===== src/rtl/exec_unit_scheduler.sv =====
// exec_unit_scheduler: issue/writeback controller for the INT, FP and SQRT execution units.
// Build option: define SCOREBOARD_EN to add a pending-register mask that stalls RAW/WAW hazards.
module exec_unit_scheduler #(
    parameter int DATA_W   = 32,
    parameter int INT_LAT  = 1,
    parameter int FP_LAT   = 4,
    parameter int SQRT_LAT = 16,
    parameter int LAT_W    = 5
) (
    input  logic              clk,
    input  logic              reset,
    input  logic              issue_valid,
    output logic              issue_ready,
    input  logic [1:0]        issue_unit,
    input  logic [4:0]        issue_rd,
    input  logic [4:0]        issue_rs,
    input  logic [4:0]        issue_rt,
    output logic [2:0]        unit_start,
    input  logic [DATA_W-1:0] int_result,
    input  logic [DATA_W-1:0] fp_result,
    input  logic [DATA_W-1:0] sqrt_result,
    output logic [2:0]        unit_busy,
    output logic              wb_valid,
    output logic [4:0]        wb_rd,
    output logic [DATA_W-1:0] wb_data,
    output logic              illegal_op
);

    typedef enum logic [1:0] {S_IDLE, S_EXEC, S_WB} state_t;

    localparam int NU = 3;
    localparam int LAT [NU] = '{INT_LAT, FP_LAT, SQRT_LAT};

    state_t              st     [NU];
    state_t              st_nx  [NU];
    logic [LAT_W-1:0]    cnt    [NU];
    logic [LAT_W-1:0]    cnt_nx [NU];
    logic [4:0]          rd_q   [NU];
    logic [DATA_W-1:0]   hold   [NU];
    logic [DATA_W-1:0]   res    [NU];
    logic [NU-1:0]       cap;
    logic [NU-1:0]       idle;
    logic [NU-1:0]       req;
    logic [NU-1:0]       gnt;
    logic [3:0]          idle_x;
    logic                legal;
    logic                hazard;
    logic                fire;

    assign res[0] = int_result;
    assign res[1] = fp_result;
    assign res[2] = sqrt_result;

`ifdef SCOREBOARD_EN
    logic [31:0] pending;

    assign hazard = pending[issue_rs] | pending[issue_rt] | pending[issue_rd];

    always_ff @(posedge clk) begin
        if (reset) begin
            pending <= '0;
        end else begin
            if (wb_valid)
                pending[wb_rd] <= 1'b0;
            if (fire && legal && issue_rd != 5'd0)
                pending[issue_rd] <= 1'b1;
        end
    end
`else
    logic unused_src;
    assign unused_src = ^{issue_rs, issue_rt};
    assign hazard     = 1'b0;
`endif

    always_comb begin
        for (int unsigned i = 0; i < NU; i++) begin
            idle[i]      = (st[i] == S_IDLE);
            req[i]       = (st[i] == S_WB) && !reset;
            unit_busy[i] = (st[i] != S_IDLE);
        end
    end

    assign idle_x      = {1'b0, idle};
    assign legal       = (issue_unit != 2'd3);
    assign issue_ready = !legal || (idle_x[issue_unit] && !hazard);
    assign fire        = issue_valid && issue_ready && !reset;

    always_comb begin
        for (int unsigned i = 0; i < NU; i++)
            unit_start[i] = fire && legal && (issue_unit == 2'(i));
    end

    always_comb begin
        gnt = '0;
        if (req[2])      gnt = 3'b100;
        else if (req[1]) gnt = 3'b010;
        else if (req[0]) gnt = 3'b001;
        wb_valid = |gnt;
        wb_rd    = '0;
        wb_data  = '0;
        for (int unsigned i = 0; i < NU; i++) begin
            if (gnt[i]) begin
                wb_rd   = rd_q[i];
                wb_data = hold[i];
            end
        end
    end

    // The fire cycle counts as the first execution cycle, so the result is
    // captured on the edge ending cycle t+LAT-1 (a latency-1 unit captures on the fire edge).
    always_comb begin
        st_nx  = st;
        cnt_nx = cnt;
        cap    = '0;
        for (int unsigned i = 0; i < NU; i++) begin
            case (st[i])
                S_IDLE: begin
                    if (unit_start[i]) begin
                        if (LAT[i] <= 1) begin
                            cap[i]   = 1'b1;
                            st_nx[i] = S_WB;
                        end else begin
                            cnt_nx[i] = LAT_W'(LAT[i] - 2);
                            st_nx[i]  = S_EXEC;
                        end
                    end
                end
                S_EXEC: begin
                    if (cnt[i] == '0) begin
                        cap[i]   = 1'b1;
                        st_nx[i] = S_WB;
                    end else begin
                        cnt_nx[i] = cnt[i] - 1'b1;
                    end
                end
                S_WB: begin
                    if (gnt[i])
                        st_nx[i] = S_IDLE;
                end
                default: st_nx[i] = S_IDLE;
            endcase
        end
    end

    always_ff @(posedge clk) begin
        if (reset) begin
            for (int unsigned i = 0; i < NU; i++) begin
                st[i]   <= S_IDLE;
                cnt[i]  <= '0;
                rd_q[i] <= '0;
                hold[i] <= '0;
            end
            illegal_op <= 1'b0;
        end else begin
            for (int unsigned i = 0; i < NU; i++) begin
                st[i]  <= st_nx[i];
                cnt[i] <= cnt_nx[i];
                if (unit_start[i])
                    rd_q[i] <= issue_rd;
                if (cap[i])
                    hold[i] <= res[i];
            end
            illegal_op <= fire && !legal;
        end
    end

endmodule


===== config.mk =====
export PLATFORM = sky130hd
export DESIGN_NAME = exec_unit_scheduler
export DESIGN_NICKNAME = d
export VERILOG_FILES = /design/src/rtl/exec_unit_scheduler.sv
export SDC_FILE = /design/constraint.sdc
export NUM_CORES = 1
export LEC_CHECK = 0
export ABC_CLOCK_PERIOD_IN_PS = 2830
export BUFFER_PORTS_ARGS = -buffer_cell sky130_fd_sc_hd__buf_4
export CELL_PAD_IN_SITES_DETAIL_PLACEMENT = 0
export CELL_PAD_IN_SITES_GLOBAL_PLACEMENT = 1
export CORE_MARGIN = 2
export CORE_UTILIZATION = 41
export DETAILED_ROUTE_END_ITERATION = 16
export PLACE_DENSITY_LB_ADDON = 0.1
export RECOVER_POWER = 50
export SETUP_SLACK_MARGIN = 0.4
export SLEW_MARGIN = 30
export SYNTH_ARGS = -nofsm -noshare
export SYNTH_HDL_FRONTEND = slang
export SYNTH_SLANG_ARGS = --single-unit

===== constraint.sdc =====
create_clock -name clk -period 2.83 [get_ports clk]
set_clock_uncertainty 0.15 [all_clocks]
set_input_delay 0.566 -clock clk [delete_from_list [all_inputs] [get_ports clk]]
set_output_delay 0.566 -clock clk [all_outputs]
set_load 0.01 [all_outputs]

Word-level counts from Yosys, hierarchy flattened
Memories as Yosys holds them, arrays and structs flattened.
Index checks and enable logic that the tools add are counted.

operators by class
  $add $sub $neg = 3
  order comparisons = 1
  eq/ne operators = 20
  multiplexer cells = 61
  bitwise gates (word level) = 7
  reductions and logical operators = 32

operator list
  kind                                                         count
  two-way mux 32 bit                                           6
  two-way mux 5 bit                                            10
  two-way mux 1 bit                                            27
  inequality test 2 bit (second input constant)                12
  two-way mux 2 bit                                            10
  case mux 5 bit (2 select lines)                              2
  case mux 2 bit (3 select lines)                              3
  zero test 5 bit                                              3
  AND reduction 3 bit                                          5
  subtractor 5 x 1 -> 5 bit (second input constant)            3
  logical AND 1 bit                                            10
  nonzero test 2 bit                                           5
  equality test 2 x 1 -> 1 bit (second input constant)         4
  equality test 2 bit (second input constant)                  4
  zero test 2 bit                                              4
  bitwise OR 1 bit                                             6
  less-than comparator 2 x 3 -> 1 bit (second input constant)  1
  two-way mux 3 bit                                            1
  OR reduction 3 bit                                           1
  binary-select mux 1 bit (select 2 bit)                       1
  zero test 1 bit                                              2
  case mux 1 bit (2 select lines)                              1
  AND reduction 2 bit                                          1
  logical OR 1 bit                                             1
  NOT 1 bit                                                    1

word-level totals
  register bits = 22
  RAM bits = 111
  bits of input ports = 116
  output and inout port bits = 46
  logic and storage cells = 133
  memories kept = 2

memories
  name  depth  width  rd ports  clocked after memory_dff  wr ports  RTL line  text
  hold  3      32     3         0                         3         39        logic [DATA_W-1:0] hold [NU];
  rd_q  3      5      3         0                         3         38        logic [4:0] rd_q [NU];

Depth between registers and ports, before layout
Gate-level depths: netlist (run 1).

  depth after elaboration = 14
  gate-level depth with buffers = 8
  mapped depth without buffers = 6

Worst setup path after synthesis (run 1)
Ideal clock, no wire load.

  path type = input-to-reg
  start = in reset
  end = mem hold[0][0], enable pin
  library setup time = 394 ps
  data arrival time = 1863 ps
  required time = 2286 ps
  path slack = 423 ps
  stages on the path = 3
  buffers on the path = 2
  cells stage by stage = buf_2 clkbuf_1 nand2b_1

RTL lines
  item                RTL line  text
  start: declaration  11        input logic reset,
  end: declaration    39

Worst setup path in the final report (run 1)
  start = in reset
  end = out unit_start[1]

on the way
  cells in the longest elaborated chain, start to end = 4

ends and longest elaborated chain
  item                             RTL line  text
  zero test 1 bit                  86        assign fire = issue_valid && issue_ready && !reset;
  logical AND 1 bit                86
  logical AND 1 bit (2 in series)  90        unit_start[i] = fire && legal && (issue_unit == 2'(i));
  end: declaration                 18        output logic [2:0] unit_start,

No other way between the ends.

==> reports/qor_table.md, run 1 <==
| Result | Reported | Unit |
| --- | --- | --- |
| Final Hold Vio Count | 0 | - |
| Post-Syn Instances | 461 | - |
| Library cells used by synthesis | 39 | - |
| Clock tree from TritonCTS | done | - |
| Count of final max-slew check failures | 0 | - |
| First-pass iteration count of the detailed router | 6 | - |
| Die area | 14,660 | µm² |
| Arrival @ worst endpoint | 1.87 | ns |
| Basic-gate share of the synthesized area counting and, or, nand and nor cells | 22.91 | % |
| Fraction of synthesized area in multiplexers | 0.1781 | % |
| Num ports | 162 | - |
| Worst Hold Path Cells | 2 | - |
| Mean instance size in the synthesized netlist | 12.19 | µm² |
| Number of clock sinks | 127 | - |
| Worst IR drop on VDD | 0.0003596 | V |
| Final worst path period need | 2.587 | ns |
| Final hold slack | 0.2779 | ns |
| Layout cell share with drive strength beyond 1 | 34.43 | % |
| Fraction of the mapped netlist area in compound gates | 7.927 | % |
| Iteration-0 DRC count of the detailed router | 256 | - |
| Largest fanout of any net on the critical path | 22 | - |
| H-tree depth | 4 | - |
| Antenna violations before repair | 0 | - |
| WL/cell | 16.45 | µm |
| Worst Max-Slew Pin Slew | 0.7669 | ns |
| R2R depth | 6 | - |
| Slack of the worst reg-to-reg path | 0.44 | ns |
| Maximum number of pins on one net before global-route repair | 52 | - |
| Global-route wire length before repair | 20,380 | µm |
| Worst path buffer plus inverter count | 2 | - |
| Effective utilization at floorplan | 42.26 | % |
| Routability cong. | 0.7700 | - |
| Total non-filler cell area in the finished layout | 7801 | µm² |
| Antenna Diode Count | 0 | - |
| Pre-CTS worst setup slack | 0.2801 | ns |
| Delay of the slowest critical-path stage | 0.48 | ns |
| Fillers | 1,170 | - |
| Post-synthesis to final-layout area growth | 38.83 | % |
| Number of vias per cell after detailed routing | 4.904 | - |
| Port Buf Inserts | 151 | - |
| Stages on the worst setup path | 4 | - |
| Sequential area share after synthesis | 65.02 | % |
| Leading cell types by total area after synthesis | sky130_fd_sc_hd__edfxtp_1 (59%), sky130_fd_sc_hd__and2_1 (11%), sky130_fd_sc_hd__dfxtp_1 (5.7%), sky130_fd_sc_hd__nand2_1 (5.3%), sky130_fd_sc_hd__a22oi_1 (5.1%) | - |
| Synth top area share | 59.32 | % |
| Final Net Count | 746 | - |
| Ys Warns | 0 | - |
| Cell with the most instances on the worst path | sky130_fd_sc_hd__buf_4 | - |
| Count of nets left with antenna violations after detail routing | 0 | - |
| Clock root buffer | sky130_fd_sc_hd__clkbuf_16 | - |
| Main combinational cell family by area after synthesis | simple AND/OR/NAND/NOR gates | - |
| Sequence of cells on the critical path | buf_4 > or3b_2 > nor3_1 > buf_4 | - |
| Post-route total power | 4839 | µW |
| DP Area | 7042 | µm² |
| Reported leakage power | 0.003287 | µW |
| Placeable core region | 13,300 | µm² |
| Max-cap viol count | 0 | - |
| Commonest non-fill, non-tap cell in the layout | sky130_fd_sc_hd__buf_4 | - |
| Crit. End Element | output port | - |
| Netlist area before placement | 5619 | µm² |
| Overall via count from detail_route | 3,997 | - |
| Standard-cell row count | 42 | - |
| Crit Path Category | primary input to output port | - |
| Number of flip-flops and latches in the synthesized netlist | 127 | - |
| Number of failing setup endpoints in the final timing report | 0 | - |
| Least setup slack across all paths after layout | 0.2435 | ns |
| Worst skew pair latency | 0.41 | ns |
| Final clock period utilization by the worst path | 91.40 | % |
| Top library cells by usage in the layout, fill and taps aside | sky130_fd_sc_hd__buf_4 (152), sky130_fd_sc_hd__edfxtp_1 (111), sky130_fd_sc_hd__and2_1 (94) | - |
| Critical path launch point type | primary input | - |
| Unrepaired setup endpoints after global routing | true | - |
| Slowest cell on crit path | sky130_fd_sc_hd__or3b_2 | - |
| Total negative setup slack | 0 | ns |
| Global-route total usage across every layer | 18.55 | % |
| Most area-hungry cell type in the Yosys netlist | sky130_fd_sc_hd__edfxtp_1 | - |
| Register Area | 3655 | µm² |
| F_max | 386.6 | MHz |
| Status | finished, final reports clean | - |
| Synthesized Nets | 581 | - |
| Worst hold path type | primary input to register | - |
| Vias in the first global route | 4,085 | - |
| Register clock-pin slew on the reported worst setup and hold paths | 0.06 | ns |
| Largest buffer count on any clock path | 2 | - |
| Total Wirelength | 13,410 | µm |
| Xor/xnor cell area share of the yosys netlist | 0 | % |
| Number of hold buffers added after cts | 0 | - |
| Area of the multi-input gates | 1886 | µm² |
| Power per standard cell area | 620.3 | nW/µm² |
| Worst rel slew slack | 48.87 | % |
| Clock buffer count from CTS | 17 | - |
| DPL Wire Length | 8748 | µm |
| Floorplan die height | 121.1 | µm |
| Area share of fa/ha/maj cells after synthesis | 0.8907 | % |
| Final routed DRC violation total | 0 | - |
| Die W | 121.1 | µm |
| Required time at the endpoint of the critical path | 2.11 | ns |
| Family of cells with the greatest summed delay on the critical path | simple AND/OR/NAND/NOR gates | - |
| Overall overflow remaining after global route | 0 | - |
sequential cells by signal, summed over array words and instances (netlist names):
name,flops
cnt,10
hold,96
illegal_op,1
rd_q,15
st,5
cell type report:
cell class / instances / area share, %
multi-input combinational: 301 / 24.17
tap: 176 / 2.823
sequential: 127 / 46.85
clock inverter: 12 / 2.454
timing repair buffer: 170 / 17.67
inverter: 9 / 0.4330
clock buffer: 20 / 5.597
stage by stage:
| step | cells | util (%) |
|---|---|---|
| 6_report | 815 | 58.68 |
| 2_1_floorplan | 461 | - |
| 3_3_place_gp | 778 | 52.96 |
| 3_5_place_dp | 778 | 52.96 |
| 5_1_grt | 815 | 58.68 |
| 4_1_cts | 813 | 58.44 |
synthesized netlist by cell type (all sizes together):
library cell	count
a211oi	3
a21o	1
a21oi	6
a22oi	38
a311oi	2
a31oi	2
a32o	2
and2	101
buf	12
clkbuf	12
dfxtp	16
edfxtp	111
ha	4
inv	9
mux2i	1
nand2	80
nand2b	10
nand3	4
nand3b	2
nand4b	1
nor2	14
nor2b	5
nor3	6
nor3b	3
nor4	1
nor4b	1
o211ai	1
o21ai	1
o31ai	1
o32ai	1
or2	2
or3	5
or3b	1
or4	1
or4b	1
power by group:
part           internal (µW)  switching, µW
combinational            176            154
sequential              2150           34.3
clock                   1550            769
logic make-up (layout without fill, tap and decap cells):
group           after synthesis  after routing
fa+ha+maj                     4              4
flops                       127            127
simple gates                238            238
compound gates               58             58
mux                           1              1
buf+inv                      33            211
worst paths after layout:
kind | start | end
worst max-delay path | reset | unit_start[1]
worst min-delay path | int_result[10] | hold[0][10]
worst max register to register | cnt[0] | hold[0][90]
worst min register to register | cnt[4] | cnt[4]
repair_timing:
item                                    CTS  global route
pin swaps                                 4             1
resized for setup                        23            20
setup buffers                             2             1
cloned                                    1             1
endpoints found under the setup margin   38            39
metal layers:
metal	track usage [%]	part of all wire, %	vias up
met2	31.67	51	101
met5	0	0	-
met4	7.122	1.5	0
met1	22.57	43	1916
li1	-	-	1962
met3	4.652	4.8	18
(Power assumes the default switching activity.)
==> run 2: changes to the inputs <==
- BUFFER_PORTS_ARGS: -buffer_cell sky130_fd_sc_hd__buf_4 -> -buffer_cell sky130_fd_sc_hd__buf_2
- CELL_PAD_IN_SITES_DETAIL_PLACEMENT: 0 -> not set
- CELL_PAD_IN_SITES_GLOBAL_PLACEMENT: 1 -> not set
- CORE_UTILIZATION: 41 -> 51
- PLACE_DENSITY: not set -> 0.79
- PLACE_DENSITY_LB_ADDON: 0.1 -> not set
==> run 2 against run 1 <==
Total power down 6.8%. Utilization up 11 points. Register-to-register slack worse by 0.09 ns. Worst hold slack worse by 0.084 ns. Cell area down 3.2%. First-iteration DRC count down 29%. Setup slack worse by 0.051 ns. Critical path depth up 3. Sequential share of layout area up 1.6 points. Die area down 19%. Final cell count down 2.7%.
==> reports/qor_table.md, run 2 (same netlist as run 1, synthesis figures left out) <==
| Result | Reported | Unit | Change |
| --- | --- | --- | --- |
| Flip-flop count of the largest register after layout | 96 | - | unchanged |
| Crit Path Category | register to output port | - |  |
| Worst IR drop on VDD | 0.0003626 | V | +0.81% |
| Final routed DRC violation total | 0 | - | unchanged |
| Hold path endpoint | hold[0][5] | - |  |
| M1 GR Usage | 27.32 | % | +4.7 points |
| Placeable core region | 10,790 | µm² | -19% |
| Worst rel slew slack | 37.53 | % | -11 points |
| Clock buffer count from CTS | 17 | - | unchanged |
| Slowest cell on crit path | sky130_fd_sc_hd__dfxtp_1 | - |  |
| Clock root buffer | sky130_fd_sc_hd__clkbuf_8 | - |  |
| Required time at the endpoint of the critical path | 2.11 | ns | about the same |
| Worst r2r dst | hold[0][53] | - |  |
| Register clock-pin slew on the reported worst setup and hold paths | 0.06 | ns | about the same |
| GR Util met2 | 39.40 | % | +7.7 points |
| Worst r2r src | st[2] | - |  |
| Maximum number of pins on one net before global-route repair | 45 | - | -13% |
| Overall overflow remaining after global route | 0 | - | unchanged |
| Count of final max-slew check failures | 0 | - | unchanged |
| Port Buf Inserts | 151 | - | unchanged |
| R2R depth | 4 | - | -2 |
| Busiest layer in global routing | met2 | - |  |
| Antenna violations before repair | 1 | - | +1 |
| Family of cells with the greatest summed delay on the critical path | simple AND/OR/NAND/NOR gates | - |  |
| Hold path startpoint | int_result[5] | - |  |
| Die W | 109.0 | µm | -10% |
| Standard-cell row count | 38 | - | -9.5% |
| Final hold slack | 0.1944 | ns | -0.08358 ns |
| Net switching share of the total power | 21.61 | % | +1.8 points |
| Critical path launch point type | register | - |  |
| Final Hold Vio Count | 0 | - | unchanged |
| Vias in the first global route | 4,011 | - | -1.8% |
| Total negative setup slack | 0 | ns | unchanged |
| WL/cell | 17.54 | µm | +6.6% |
| Global-route wire length before repair | 19,920 | µm | -2.3% |
| F_max | 379.1 | MHz | -1.9% |
| Internal | 3534 | µW | -8.9% |
| Final Net Count | 760 | - | +1.9% |
| H-tree depth | 4 | - | unchanged |
| Post-synthesis to final-layout area growth | 34.34 | % |  |
| Worst hold path type | primary input to register | - |  |
| Final clock period utilization by the worst path | 93.20 | % | +1.8 points |
| Number of clock sinks | 127 | - | unchanged |
| Power per standard cell area | 597.3 | nW/µm² | -3.7% |
| Worst Hold Path Cells | 2 | - | unchanged |
| DPL Wire Length | 8044 | µm | -8.1% |
| Crit. End Element | output port | - |  |
| Total Wirelength | 13,910 | µm | +3.7% |
| Sequential Power Share | 48.5 | % | +3.3 points |
| Net switching power | 974.3 | µW | +1.7% |
| Antenna Diode Count | 0 | - | unchanged |
| Delay of the slowest critical-path stage | 0.37 | ns | -0.11 ns |
| Clock tree from TritonCTS | done | - |  |
| Worst path buffer plus inverter count | 3 | - | +1 |
| Arrival @ worst endpoint | 1.92 | ns | +0.05 ns |
| Status | finished, final reports clean | - |  |
| Overall via count from detail_route | 4,126 | - | +3.2% |
| Largest fanout of any net on the critical path | 6 | - | -73% |
| Layout cell share with drive strength beyond 1 | 37.06 | % | +2.6 points |
| Slack of the worst reg-to-reg path | 0.35 | ns | -0.09 ns |
| Sequence of cells on the critical path | nand2b_4 > nor3_4 > buf_6 > buf_12 > a22oi_2 > nand2_1 > buf_2 | - |  |
| Biggest regs | hold: 96 flops, rd_q: 15 flops, cnt: 10 flops | - |  |
| Worst skew pair latency | 0.49 | ns | +0.08 ns |
| Effective utilization at floorplan | 52.06 | % | +9.8 points |
| Number of failing setup endpoints in the final timing report | 0 | - | unchanged |
| Met3 GRT Util | 5.200 | % | +0.55 points |
| Combinational Power Share | 6.5 | % | -0.3 points |
| Register with the most flip-flops | hold | - |  |
| Count of nets left with antenna violations after detail routing | 0 | - | unchanged |
| Number of vias per cell after detailed routing | 5.203 | - | +6.1% |
| Worst Max-Slew Pin Slew | 0.9370 | ns | +0.1701 ns |
| Floorplan die height | 109.0 | µm | -10% |
| Largest buffer count on any clock path | 2 | - | unchanged |
| Global-route total usage across every layer | 22.52 | % | +4.0 points |
| Clock power share | 45.0 | % | -3.0 points |
| Final worst path period need | 2.638 | ns | +0.05106 ns |
| Top library cells by usage in the layout, fill and taps aside | sky130_fd_sc_hd__buf_2 (145), sky130_fd_sc_hd__edfxtp_1 (111), sky130_fd_sc_hd__and2_1 (96) | - |  |
| Commonest non-fill, non-tap cell in the layout | sky130_fd_sc_hd__buf_2 | - |  |
| Routability cong. | 0.8589 | - | +12% |
| Iteration-0 DRC count of the detailed router | 183 | - | -29% |
| First-pass iteration count of the detailed router | 4 | - | -2 |
| Reported leakage power | 0.003245 | µW | -1.3% |
| Unrepaired setup endpoints after global routing | true | - |  |
| Max-cap viol count | 0 | - | unchanged |
| Num ports | 162 | - | unchanged |
| Die area | 11,870 | µm² | -19% |
run 2: cell types whose count changed in the layout (fill, tap and decap cells not counted), moves of 2 or more:
| cell | previous run | this run |
|---|---|---|
| sky130_fd_sc_hd__buf_2 | 0 | 145 |
| sky130_fd_sc_hd__buf_4 | 152 | 10 |
| sky130_fd_sc_hd__buf_6 | 3 | 8 |
| sky130_fd_sc_hd__clkinvlp_4 | 0 | 5 |
| sky130_fd_sc_hd__nand2b_1 | 10 | 5 |
| sky130_fd_sc_hd__nand2b_2 | 0 | 4 |
| sky130_fd_sc_hd__bufinv_16 | 5 | 2 |
| sky130_fd_sc_hd__and2_0 | 7 | 5 |
| sky130_fd_sc_hd__and2_1 | 94 | 96 |
| sky130_fd_sc_hd__clkbuf_1 | 8 | 6 |
| sky130_fd_sc_hd__clkbuf_16 | 18 | 20 |
| sky130_fd_sc_hd__inv_6 | 0 | 2 |
run 2: worst max path at each step:
stage | startpoint | cells past startpoint | endpoint | slack [ns]
3_3_place_gp | reset | 5 | wb_data[3] | 0.18
6_report | st[2] | 7 | wb_data[17] | 0.19
3_5_place_dp | reset | 5 | wb_data[7] | 0.15
2_1_floorplan | reset | 3 | hold[0][0] | 0.42
5_1_grt | st[0] | 7 | wb_data[23] | 0.08
4_1_cts | st[5] | 7 | wb_data[17] | 0.18
run 2: layout make-up:
class / count / area, µm²
Sequential cell: 127 / 3659
Fill cell: 761 / 3244
Multi-Input combinational cell: 303 / 1943
Timing Repair Buffer: 182 / 1175
Clock buffer: 18 / 417.9
Tap cell: 140 / 175.2
Clock inverter: 14 / 142.6
Inverter: 9 / 36.28
run 2: worst reg2reg max path, cell delays in order, from the launching register on:
cell and delay (ns):
sky130_fd_sc_hd__dfxtp_1 0.44, sky130_fd_sc_hd__nor2b_1 0.45, sky130_fd_sc_hd__nand3_1 0.21, sky130_fd_sc_hd__nand2b_2 0.11
sky130_fd_sc_hd__clkbuf_2 0.71
run 2: layer usage:
| layer | vias up | share of wire, % |
|---|---|---|
| li1 | 1996 | - |
| met1 | 1960 | 40 |
| met2 | 147 | 52 |
| met3 | 21 | 5.7 |
| met4 | 2 | 1.6 |
| met5 | - | 0.079 |
run 2: power groups by stage:
| stage | combinational [µW] | sequential, µW | clock [µW] |
|---|---|---|---|
| 2_1_floorplan | 144 | 2210 | 0 |
| 3_3_place_gp | 273 | 2210 | 0 |
| 3_5_place_dp | 281 | 2220 | 0 |
| 4_1_cts | 298 | 2180 | 2060 |
| 5_1_grt | 322 | 2200 | 2150 |
| 6_report | 295 | 2190 | 2030 |
run 2: repair_timing:
item,CTS,global route
buffers inserted,9,5
gates resized for setup,26,28
setup endpoints to repair,85,114
gates cloned,4,4
pin swaps,8,19
hold buffers,0,0
run 2: stage by stage:
| step | instances | total power [µW] | utilization [%] | cell area, µm² | worst slack, ns |
|---|---|---|---|---|---|
| after floorplan | 461 | 2355 | - | 5619 | 0.4226 |
| after global placement | 739 | 2485 | 61.12 | 6596 | 0.1830 |
| after detailed placement | 739 | 2500 | 61.12 | 6596 | 0.1531 |
| after CTS | 784 | 4537 | 68.49 | 7392 | 0.1845 |
| after global routing | 793 | 4663 | 69.94 | 7548 | 0.08286 |
| final | 793 | 4509 | 69.94 | 7548 | 0.1924 |
